File: config.mk
export PLATFORM = sky130hd
export DESIGN_NAME = seq_chk_multi
export DESIGN_NICKNAME = d
export VERILOG_FILES = /design/src/rtl/seq_chk_pkg.sv /design/src/rtl/seq_chk_lane.sv /design/src/rtl/seq_chk_multi.sv
export SDC_FILE = /design/constraint.sdc
export NUM_CORES = 1
export LEC_CHECK = 0
export BUFFER_PORTS_ARGS = -buffer_cell sky130_fd_sc_hd__buf_2
export CAP_MARGIN = 20
export CORE_AREA = 2 2 70 65
export CTS_CLUSTER_SIZE = 40
export DETAILED_ROUTE_END_ITERATION = 16
export DIE_AREA = 0 0 72 67
export GPL_TIMING_DRIVEN = 0
export HOLD_SLACK_MARGIN = 0.08
export PLACE_DENSITY_LB_ADDON = 0.25
export SYNTH_ARGS = -nofsm -noshare
export SYNTH_HDL_FRONTEND = slang
export SYNTH_SLANG_ARGS = --single-unit
File: constraint.sdc
create_clock -name CLK -period 2.7 [get_ports CLK]
set_clock_uncertainty 0.05 [all_clocks]
set_input_delay 0.405 -clock CLK [delete_from_list [all_inputs] [get_ports CLK]]
set_output_delay 0.405 -clock CLK [all_outputs]
set_load 0.01 [all_outputs]
File: src/rtl/seq_chk_pkg.sv
// Shared limits, per-lane state type and arithmetic helpers for the seq_chk_multi checker.
package seq_chk_pkg;

    localparam int unsigned RMAX_LIM = 8;
    localparam int unsigned FREP_LIM = 8;

    // run[0] holds last cycle's E0; run[k] means E0 then k consecutive E1 samples.
    // pend[k] is a live fulfil thread that must see its stage-k event this cycle.
    typedef struct packed {
        logic [RMAX_LIM:0] run;
        logic [FREP_LIM:0] pend;
    } lane_state_t;

    function automatic logic [3:0] popcount(input logic [FREP_LIM:0] v);
        logic [3:0] c;
        c = '0;
        for (int unsigned i = 0; i <= FREP_LIM; i++) begin
            c = c + {3'b000, v[i]};
        end
        return c;
    endfunction

    function automatic logic [31:0] sat_add(input logic [31:0] a, input logic [31:0] b,
                                            input int unsigned w);
        logic [32:0] sum;
        logic [32:0] lim;
        sum = {1'b0, a} + {1'b0, b};
        lim = (33'd1 << w) - 33'd1;
        return (sum > lim) ? lim[31:0] : sum[31:0];
    endfunction

endpackage

File: src/rtl/seq_chk_lane.sv
// One checker lane: enabling-sequence tracking, fulfil threads, pass/fail pulses and counters.
// SEQ_CHK_FIRST_FAIL_EN adds first-fail capture of the shared cycle counter.
module seq_chk_lane
    import seq_chk_pkg::*;
#(
    parameter int unsigned RMIN    = 1,
    parameter int unsigned RMAX    = 1,
    parameter int unsigned FREP    = 1,
    parameter int unsigned OVERLAP = 0,
    parameter int unsigned CNT_W   = 8
) (
    input  logic             clk,
    input  logic             rst,
    input  logic             ev_e0,
    input  logic             ev_e1,
    input  logic             ev_e2,
    input  logic             ev_f0,
    input  logic             ev_f1,
    input  logic             abort,
    input  logic             clr_cnt,
`ifdef SEQ_CHK_FIRST_FAIL_EN
    input  logic [31:0]      cyc,
    output logic             first_fail_vld,
    output logic [31:0]      first_fail_cyc,
`endif
    output logic             pass,
    output logic             fail,
    output logic [CNT_W-1:0] pass_cnt,
    output logic [CNT_W-1:0] fail_cnt
);

    localparam int unsigned RW = RMAX_LIM + 1;
    localparam int unsigned PW = FREP_LIM + 1;
    localparam logic [RW-1:0] RUN_KEEP = RW'((32'd1 << (RMAX + 1)) - 32'd1);
    localparam logic [RW-1:0] RUN_HIT  =
        RW'(((32'd1 << (RMAX + 1)) - 32'd1) & ~((32'd1 << RMIN) - 32'd1));
    localparam logic [PW-1:0] F0_MASK  = PW'((32'd1 << FREP) - 32'd1);
    localparam logic [PW-1:0] F1_MASK  = PW'(32'd1 << FREP);

    lane_state_t      st_q, st_d;
    logic             match, hit;
    logic [PW-1:0]    cur, adv, dead;
    logic [3:0]       nfail;
    logic             pass_q, fail_q;
    logic [CNT_W-1:0] pass_cnt_q, fail_cnt_q, pass_nxt, fail_nxt;

    always_comb begin
        match = ev_e2 && (|(st_q.run & RUN_HIT));
        cur   = st_q.pend;
        if ((OVERLAP != 0) && match) begin
            cur[0] = 1'b1;
        end
        adv  = cur & F0_MASK & {PW{ev_f0}};
        dead = (cur & F0_MASK & ~{PW{ev_f0}}) | (cur & F1_MASK & ~{PW{ev_f1}});
        hit  = (|(cur & F1_MASK)) && ev_f1;
        st_d.run  = (({st_q.run[RW-2:0], 1'b0} & {RW{ev_e1}}) | {{(RW-1){1'b0}}, ev_e0})
                    & RUN_KEEP;
        st_d.pend = ({adv[PW-2:0], 1'b0} | {{(PW-1){1'b0}}, (OVERLAP == 0) && match})
                    & (F0_MASK | F1_MASK);
        // Abort discards this cycle's decisions and everything it would have started.
        if (abort) begin
            st_d = '0;
            hit  = 1'b0;
            dead = '0;
        end
        nfail    = popcount(dead);
        pass_nxt = CNT_W'(sat_add(32'(pass_cnt_q), {31'd0, hit}, CNT_W));
        fail_nxt = CNT_W'(sat_add(32'(fail_cnt_q), {28'd0, nfail}, CNT_W));
    end

    always_ff @(posedge clk) begin
        if (rst) begin
            st_q       <= '0;
            pass_q     <= 1'b0;
            fail_q     <= 1'b0;
            pass_cnt_q <= '0;
            fail_cnt_q <= '0;
        end else begin
            st_q   <= st_d;
            pass_q <= hit;
            fail_q <= |dead;
            if (clr_cnt) begin
                pass_cnt_q <= '0;
                fail_cnt_q <= '0;
            end else begin
                pass_cnt_q <= pass_nxt;
                fail_cnt_q <= fail_nxt;
            end
        end
    end

`ifdef SEQ_CHK_FIRST_FAIL_EN
    logic        ff_vld_q;
    logic [31:0] ff_cyc_q;

    always_ff @(posedge clk) begin
        if (rst || clr_cnt) begin
            ff_vld_q <= 1'b0;
            ff_cyc_q <= '0;
        end else if (fail_q && !ff_vld_q) begin
            ff_vld_q <= 1'b1;
            ff_cyc_q <= cyc;
        end
    end

    assign first_fail_vld = ff_vld_q;
    assign first_fail_cyc = ff_cyc_q;
`endif

    assign pass     = pass_q;
    assign fail     = fail_q;
    assign pass_cnt = pass_cnt_q;
    assign fail_cnt = fail_cnt_q;

endmodule

File: src/rtl/seq_chk_multi.sv
// Multi-lane temporal sequence checker: CH independent seq_chk_lane instances.
// SEQ_CHK_FIRST_FAIL_EN adds a free-running cycle counter and per-lane first-fail capture.
module seq_chk_multi
    import seq_chk_pkg::*;
#(
    parameter int unsigned CH      = 2,
    parameter int unsigned RMIN    = 1,
    parameter int unsigned RMAX    = 1,
    parameter int unsigned FREP    = 1,
    parameter int unsigned OVERLAP = 0,
    parameter int unsigned CNT_W   = 8
) (
    input  logic                CLK,
    input  logic                RST,
    input  logic [CH-1:0]       ev_e0,
    input  logic [CH-1:0]       ev_e1,
    input  logic [CH-1:0]       ev_e2,
    input  logic [CH-1:0]       ev_f0,
    input  logic [CH-1:0]       ev_f1,
    input  logic [CH-1:0]       abort,
    input  logic                clr_cnt,
`ifdef SEQ_CHK_FIRST_FAIL_EN
    output logic [CH-1:0]       first_fail_vld,
    output logic [CH*32-1:0]    first_fail_cyc,
`endif
    output logic [CH-1:0]       pass,
    output logic [CH-1:0]       fail,
    output logic [CH*CNT_W-1:0] pass_cnt,
    output logic [CH*CNT_W-1:0] fail_cnt
);

`ifdef SEQ_CHK_FIRST_FAIL_EN
    logic [31:0] cyc_q;

    always_ff @(posedge CLK) begin
        if (RST) begin
            cyc_q <= '0;
        end else begin
            cyc_q <= cyc_q + 32'd1;
        end
    end
`endif

    for (genvar i = 0; i < CH; i++) begin : g_lane
        seq_chk_lane #(
            .RMIN    (RMIN),
            .RMAX    (RMAX),
            .FREP    (FREP),
            .OVERLAP (OVERLAP),
            .CNT_W   (CNT_W)
        ) u_lane (
            .clk            (CLK),
            .rst            (RST),
            .ev_e0          (ev_e0[i]),
            .ev_e1          (ev_e1[i]),
            .ev_e2          (ev_e2[i]),
            .ev_f0          (ev_f0[i]),
            .ev_f1          (ev_f1[i]),
            .abort          (abort[i]),
            .clr_cnt        (clr_cnt),
`ifdef SEQ_CHK_FIRST_FAIL_EN
            .cyc            (cyc_q),
            .first_fail_vld (first_fail_vld[i]),
            .first_fail_cyc (first_fail_cyc[i*32 +: 32]),
`endif
            .pass           (pass[i]),
            .fail           (fail[i]),
            .pass_cnt       (pass_cnt[i*CNT_W +: CNT_W]),
            .fail_cnt       (fail_cnt[i*CNT_W +: CNT_W])
        );
    end

endmodule
* Yosys cells after proc, flatten, opt, wreduce, memory -nomap -nowiden
Cells that the tools add are included.
** Word-level totals
- Flip-flop bits (word level) :: 44
- Output and inout bits :: 36
- Word-level logic and storage cells :: 71
** Cells by class
- $add $sub $neg :: 20
- $lt $le $gt $ge :: 4
- Muxes and demuxes :: 8
- Bitwise gates (word level) :: 18
- Reduce and logical (&&, ||, !) cells :: 9
** Operators with widths (count)
- adder 4 x 1 -> 4 bit :: 14
- greater-than comparator 9 x 8 -> 1 bit (second input constant) :: 4
- inverter 9 bit :: 4
- 2-to-1 mux 8 bit :: 4
- adder 8 x 1 -> 9 bit :: 2
- adder 8 x 4 -> 9 bit :: 2
- bitwise AND 1 x 9 -> 9 bit :: 2
- bitwise AND 2 x 9 -> 9 bit :: 2
- 2-to-1 mux 9 bit :: 2
- OR 9 bit :: 2
- OR reduction 9 bit :: 2
- OR 2 x 1 -> 2 bit :: 4
- OR reduction 2 bit :: 3
- adder 1 x 1 -> 2 bit :: 2
- bitwise AND 2 bit :: 2
- logical AND 1 bit :: 4
- bitwise AND 1 bit :: 2
- 2-to-1 mux 1 bit :: 2

* Longest topological paths before layout
- Word-level depth :: 15
- Mapped depth :: 8
- Depth with buffers taken out :: 8

* Cells and area by module
Synthesis repeated with hierarchy kept, for this count alone.
** Second synthesis, totals
- Cell total of the unflattened synthesis :: 193
- Area, all modules :: 1846.8 µm²
** Modules (own cells, without submodules)
- seq_chk_lane (g_lane[0].u_lane) :: instances 1, cells an instance 97, area each 924.6 µm²
- seq_chk_lane (g_lane[1].u_lane) :: instances 1, cells an instance 96, area each 922.1 µm²

* Worst setup path after synthesis
No wires, ideal clock.
- Kind :: in2reg
- Start point :: in ev_f0[0]
- End point :: reg g_lane[0].u_lane.fail_cnt_q[3]
- Setup time :: 0.120 ns
- Arrival :: 2.271 ns
- Setup slack :: 0.259 ns
- Stages :: 7
- Cells stage by stage :: or3b_2 > ha_1 > ha_1 > fa_1 > nand3_1 > nor3_1 > o31a_1
** Between the ends
- Longest elaborated chain between the ends :: 15
** RTL lines
- from (decl) :: RTL line seq_chk_multi.sv:18 : input logic [CH-1:0] ev_f0,
- inverter 9 bit * :: RTL line seq_chk_lane.sv:54 : dead = (cur & F0_MASK & ~{PW{ev_f0}}) | (cur & F1_MASK & ~{PW{ev_f1}});
- bitwise AND 1 x 9 -> 9 bit * :: RTL line seq_chk_lane.sv:54
- OR 9 bit * :: RTL line seq_chk_lane.sv:54
- 2-to-1 mux 9 bit * :: RTL line seq_chk_lane.sv:61 : if (abort) begin
- adder 1 x 1 -> 2 bit :: RTL line seq_chk_pkg.sv:18 : c = c + {3'b000, v[i]};
- adder 4 x 1 -> 4 bit (6 in a row) :: RTL line seq_chk_pkg.sv:18
- adder 4 x 1 -> 4 bit * :: RTL line seq_chk_pkg.sv:18
- adder 8 x 4 -> 9 bit * :: RTL line seq_chk_pkg.sv:27 : sum = {1'b0, a} + {1'b0, b};
- greater-than comparator 9 x 8 -> 1 bit :: RTL line seq_chk_pkg.sv:29 : return (sum > lim) ? lim[31:0] : sum[31:0];
- 2-to-1 mux 8 bit * :: RTL line seq_chk_pkg.sv:29
- to (signal assigned) :: RTL line seq_chk_lane.sv:87 : fail_cnt_q <= fail_nxt;
- to (decl) :: RTL line seq_chk_lane.sv:45 : logic [CNT_W-1:0] pass_cnt_q, fail_cnt_q, pass_nxt, fail_nxt;
Mark *: on every way between the ends. The rest lies on a longest branch, timed or not.
A chain may end at the register's enable or synchronous reset.

* Worst setup path in the final report
- Start point :: reg g_lane[1].u_lane.st_q (netlist bit g_lane[1].u_lane.cur[0])
- End point :: reg g_lane[1].u_lane.fail_cnt_q[7]
** Between the ends
- Longest elaborated chain between the ends :: 14
** RTL lines
- from (decl) :: RTL line seq_chk_lane.sv:40 : lane_state_t st_q, st_d;
- from (signal assigned) :: RTL line seq_chk_lane.sv:79 : st_q <= st_d;
- bitwise AND 1 x 9 -> 9 bit * :: RTL line seq_chk_lane.sv:54
- OR 9 bit * :: RTL line seq_chk_lane.sv:54
- 2-to-1 mux 9 bit * :: RTL line seq_chk_lane.sv:61
- adder 1 x 1 -> 2 bit * :: RTL line seq_chk_pkg.sv:18
- adder 4 x 1 -> 4 bit * (7 in a row) :: RTL line seq_chk_pkg.sv:18
- adder 8 x 4 -> 9 bit * :: RTL line seq_chk_pkg.sv:27
- greater-than comparator 9 x 8 -> 1 bit :: RTL line seq_chk_pkg.sv:29
- 2-to-1 mux 8 bit * :: RTL line seq_chk_pkg.sv:29
- to (signal assigned) :: RTL line seq_chk_lane.sv:87
- to (decl) :: RTL line seq_chk_lane.sv:45
Marked as above.

==> impl_summary.log <==
[metrics] total number of vias: roughly 1,700
[metrics] number of levels in the clock H-tree: 2
[metrics] # diodes: 0
[metrics] total die area: a little under 5000 um^2
[metrics] Clock Sink Count: 44
[metrics] Worst Path Class, Setup: flop to flop
[metrics] count of flip-flops with a built-in enable after synthesis: 0
[metrics] Synth area leaders: dfxtp_1 45%, ha_1 7.6%, a31oi_1 3.5%
[metrics] initial core utilization: between 40% and 50%
[metrics] Clk Tree Root Cell: clkbuf_8
[metrics] Global Route Usage Sum: 18.1%
[metrics] worst slew margin relative to its limit: 74.0%
[metrics] unrepaired setup endpoints after global routing: no
[metrics] number of buffers inserted for hold repair after clock tree synthesis: 0
[metrics] top cells by instance count after synthesis: 44 x dfxtp_1, 14 x inv_1, 13 x a21oi_1
[metrics] run status: completed
[metrics] power per cell area: between 400 and 500 nW/um^2
[metrics] total power draw: 1.16 mW
[metrics] count of instances resized after the clock tree is built: 0
[metrics] I/O pin total: roughly 50
[metrics] ys flop type: dfxtp_1
[metrics] Distinct cells, synth: 42
[metrics] Final Net Count: just under 300
[metrics] total standard cell area after synthesis: 1960 um^2
[metrics] maximum clock path buffer count: 2
[metrics] nets in the synthesized netlist: around 230
[metrics] area of the multi-input gates: ~1000 um^2
[metrics] number of register bits inferred by synthesis: 44
[metrics] Area Growth Syn to Fin: 21.3%
[metrics] area share of the leading cell type in the synthesized netlist: between 40 and 50%
[metrics] Gate Count Post-Synth: 205
[metrics] filler cell count in the final layout: 360
[metrics] sum of routed wire length over all layers: 3.90 mm
[metrics] floorplan row count: 22
[metrics] number of violations reported at the end of detailed-routing iteration 0: 80
[metrics] ys async rst share: 0%
[metrics] actual transition at the worst max-transition pin: between 0.3 and 0.4 ns
[metrics] HPWL after DPL: 2.84 mm
[metrics] # DRC: 0
[metrics] pin count of the biggest net entering global routing: 14
[metrics] worst hold margin: around 0.25 ns
[metrics] vias in the first global route: about 1,500
[metrics] Ys Warns: 0
[metrics] insertion delay to the later sink of the worst-skew pair: just under 0.3 ns
[metrics] die outline width: 72 um
[metrics] minimum period implied by the final worst setup slack: about 2.5 ns
[metrics] Arrival @ worst endpoint: between 2 and 3 ns
[metrics] Avg Inst Size Synth: ~9.6 um^2
[metrics] wire length per cell: 12.5 um
[metrics] Max rail drop VDD: roughly 0.37 mV
[metrics] Core Util, Final: around 60%
[metrics] final count of pins violating max slew: 0
[metrics] final setup violation count: 0
[metrics] Setup Fix Bufs, Post-CTS: 0
[metrics] count of buffers inserted at the top-level ports: 50
[metrics] sort of element at the start of the critical path: flop
[metrics] peak fanout along the critical path: 6
[metrics] count of nets left with antenna violations after detail routing: 0
[metrics] clock tree from TritonCTS: done
[metrics] drt pass-1 iters: 4
[metrics] global-route congestion overflow total: 0
[metrics] static leakage: about 1.1 nW
[metrics] sequential standard cell area: around 880 um^2
[metrics] final setup TNS: 0 ns
[metrics] critical path endpoint category: flop
[metrics] f_max: 0.401 GHz
[metrics] required time at the endpoint of the critical path: roughly 2.8 ns
[metrics] fraction of the yosys area taken by sequential cells: around 45%
[metrics] top-count cell post-synth: dfxtp_1
[metrics] clock-pin slew of the registers on the worst-case setup and hold paths: roughly 0.080 ns
[metrics] final hold violations: 0
[metrics] worst hold path class: primary input to flop
[metrics] layout cells sized above 1: ~28%
[metrics] global-route wire length before repair: 6.71 mm
[metrics] clock buffer count from CTS: 5
[metrics] weighted congestion reported at the end of routability-driven placement: roughly 0.78
[metrics] final worst path period share: between 90% and 100%
[metrics] antenna violations before repair: 0
[metrics] Via-to-Cell Ratio: between 5 and 6
[metrics] Std-Cell Core Area: a little over 4000 um^2
[metrics] Max-Cap Viols: 0
[metrics] DIE HEIGHT: roughly 67 um
[metrics] cell accounting for the most synthesized area: dfxtp_1
## path summary, 6_finish.rpt
path / to / start / depth (start not counted) / slack (ns)
setup / recovery: g_lane[1].u_lane.fail_cnt[7] / g_lane[1].u_lane.cur[0] / 7 / 0.21
hold / removal: g_lane[0].u_lane.st_q[9] / ev_e0[0] / 2 / 0.25
setup reg to reg: g_lane[1].u_lane.fail_cnt[7] / g_lane[1].u_lane.cur[0] / 7 / 0.21
hold reg to reg: g_lane[0].u_lane.cur[0] / g_lane[0].u_lane.st_q[10] / 1 / 0.41
## metrics by stage
step	area, um^2	std cells	worst slack (ns)
6_report	2380	311	0.206
5_1_grt	2380	311	0.0840
4_1_cts	2380	311	0.192
3_5_place_dp	2270	303	-0.0182
3_3_place_gp	2270	303	0.0102
2_1_floorplan	1960	205	0.259
## flip-flops by register name, indices dropped and copies added, names as in the netlist
name	flops
g_lane.u_lane.pass	2
g_lane.u_lane.st_q	4
g_lane.u_lane.fail_cnt	16
g_lane.u_lane.pass_cnt	16
g_lane.u_lane.fail	2
g_lane.u_lane.cur	4
## routing by layer
metal	up-vias	track usage, %	part of all wire [%]
met5	-	0	0
met4	0	7.78	0.98
met3	2	4.54	5.7
met2	52	28.6	46
met1	762	23.4	47
li1	863	-	-
## cells in the final DEF, fill, tap and decap left out, drive strengths merged, types with 7 or more instances in the layout
cell   synthesis  final
nand2          7      7
a21oi         13     13
ha            12     12
dfxtp         44     44
and3          11     11
buf            7     57
a31oi         11     11
o21ai          9      9
nor2           7      7
nand3         11     11
inv           14     14
nor3           7      7
## critical path, stage by stage, from the launching register on
cell     delay [ns]
dfxtp_1        0.33
or3b_2         0.46
ha_1           0.31
ha_1           0.21
fa_1           0.48
a21bo_2        0.25
nor4_1         0.20
nor3b_1        0.08
## logic make-up (layout without fill, tap and decap cells)
group	after synthesis	in the layout	synth area share, %
and+or+nand+nor	73	73	22.7
AOI/OAI and AO/OA	50	50	16.4
DFF	44	44	44.8
buffers and inverters	21	79	4.97
adders and majority gates	14	14	9.68
xor gates and xnor gates	3	3	1.34
## layout make-up
cell class                 count  share of cell area [%]
clock buffer                   6                    3.05
timing repair buffer          50                    10.5
buffer                         7                    1.89
tap                           48                    2.52
inverter                      14                    2.21
clock inverter                 2                    1.47
sequential                    44                    37.0
multi-input combinational    140                    41.4
## where the power goes
group	leakage [nW]	switching [mW]	total (mW)	internal (mW)
Combinational	0.712	0.0158	0.0273	0.0115
Clock	0.0552	0.210	0.484	0.274
Sequential	0.355	0.000371	0.650	0.650
Total	1.12	0.226	1.16	0.936
Note: power is estimated with default switching activity, not from simulation.
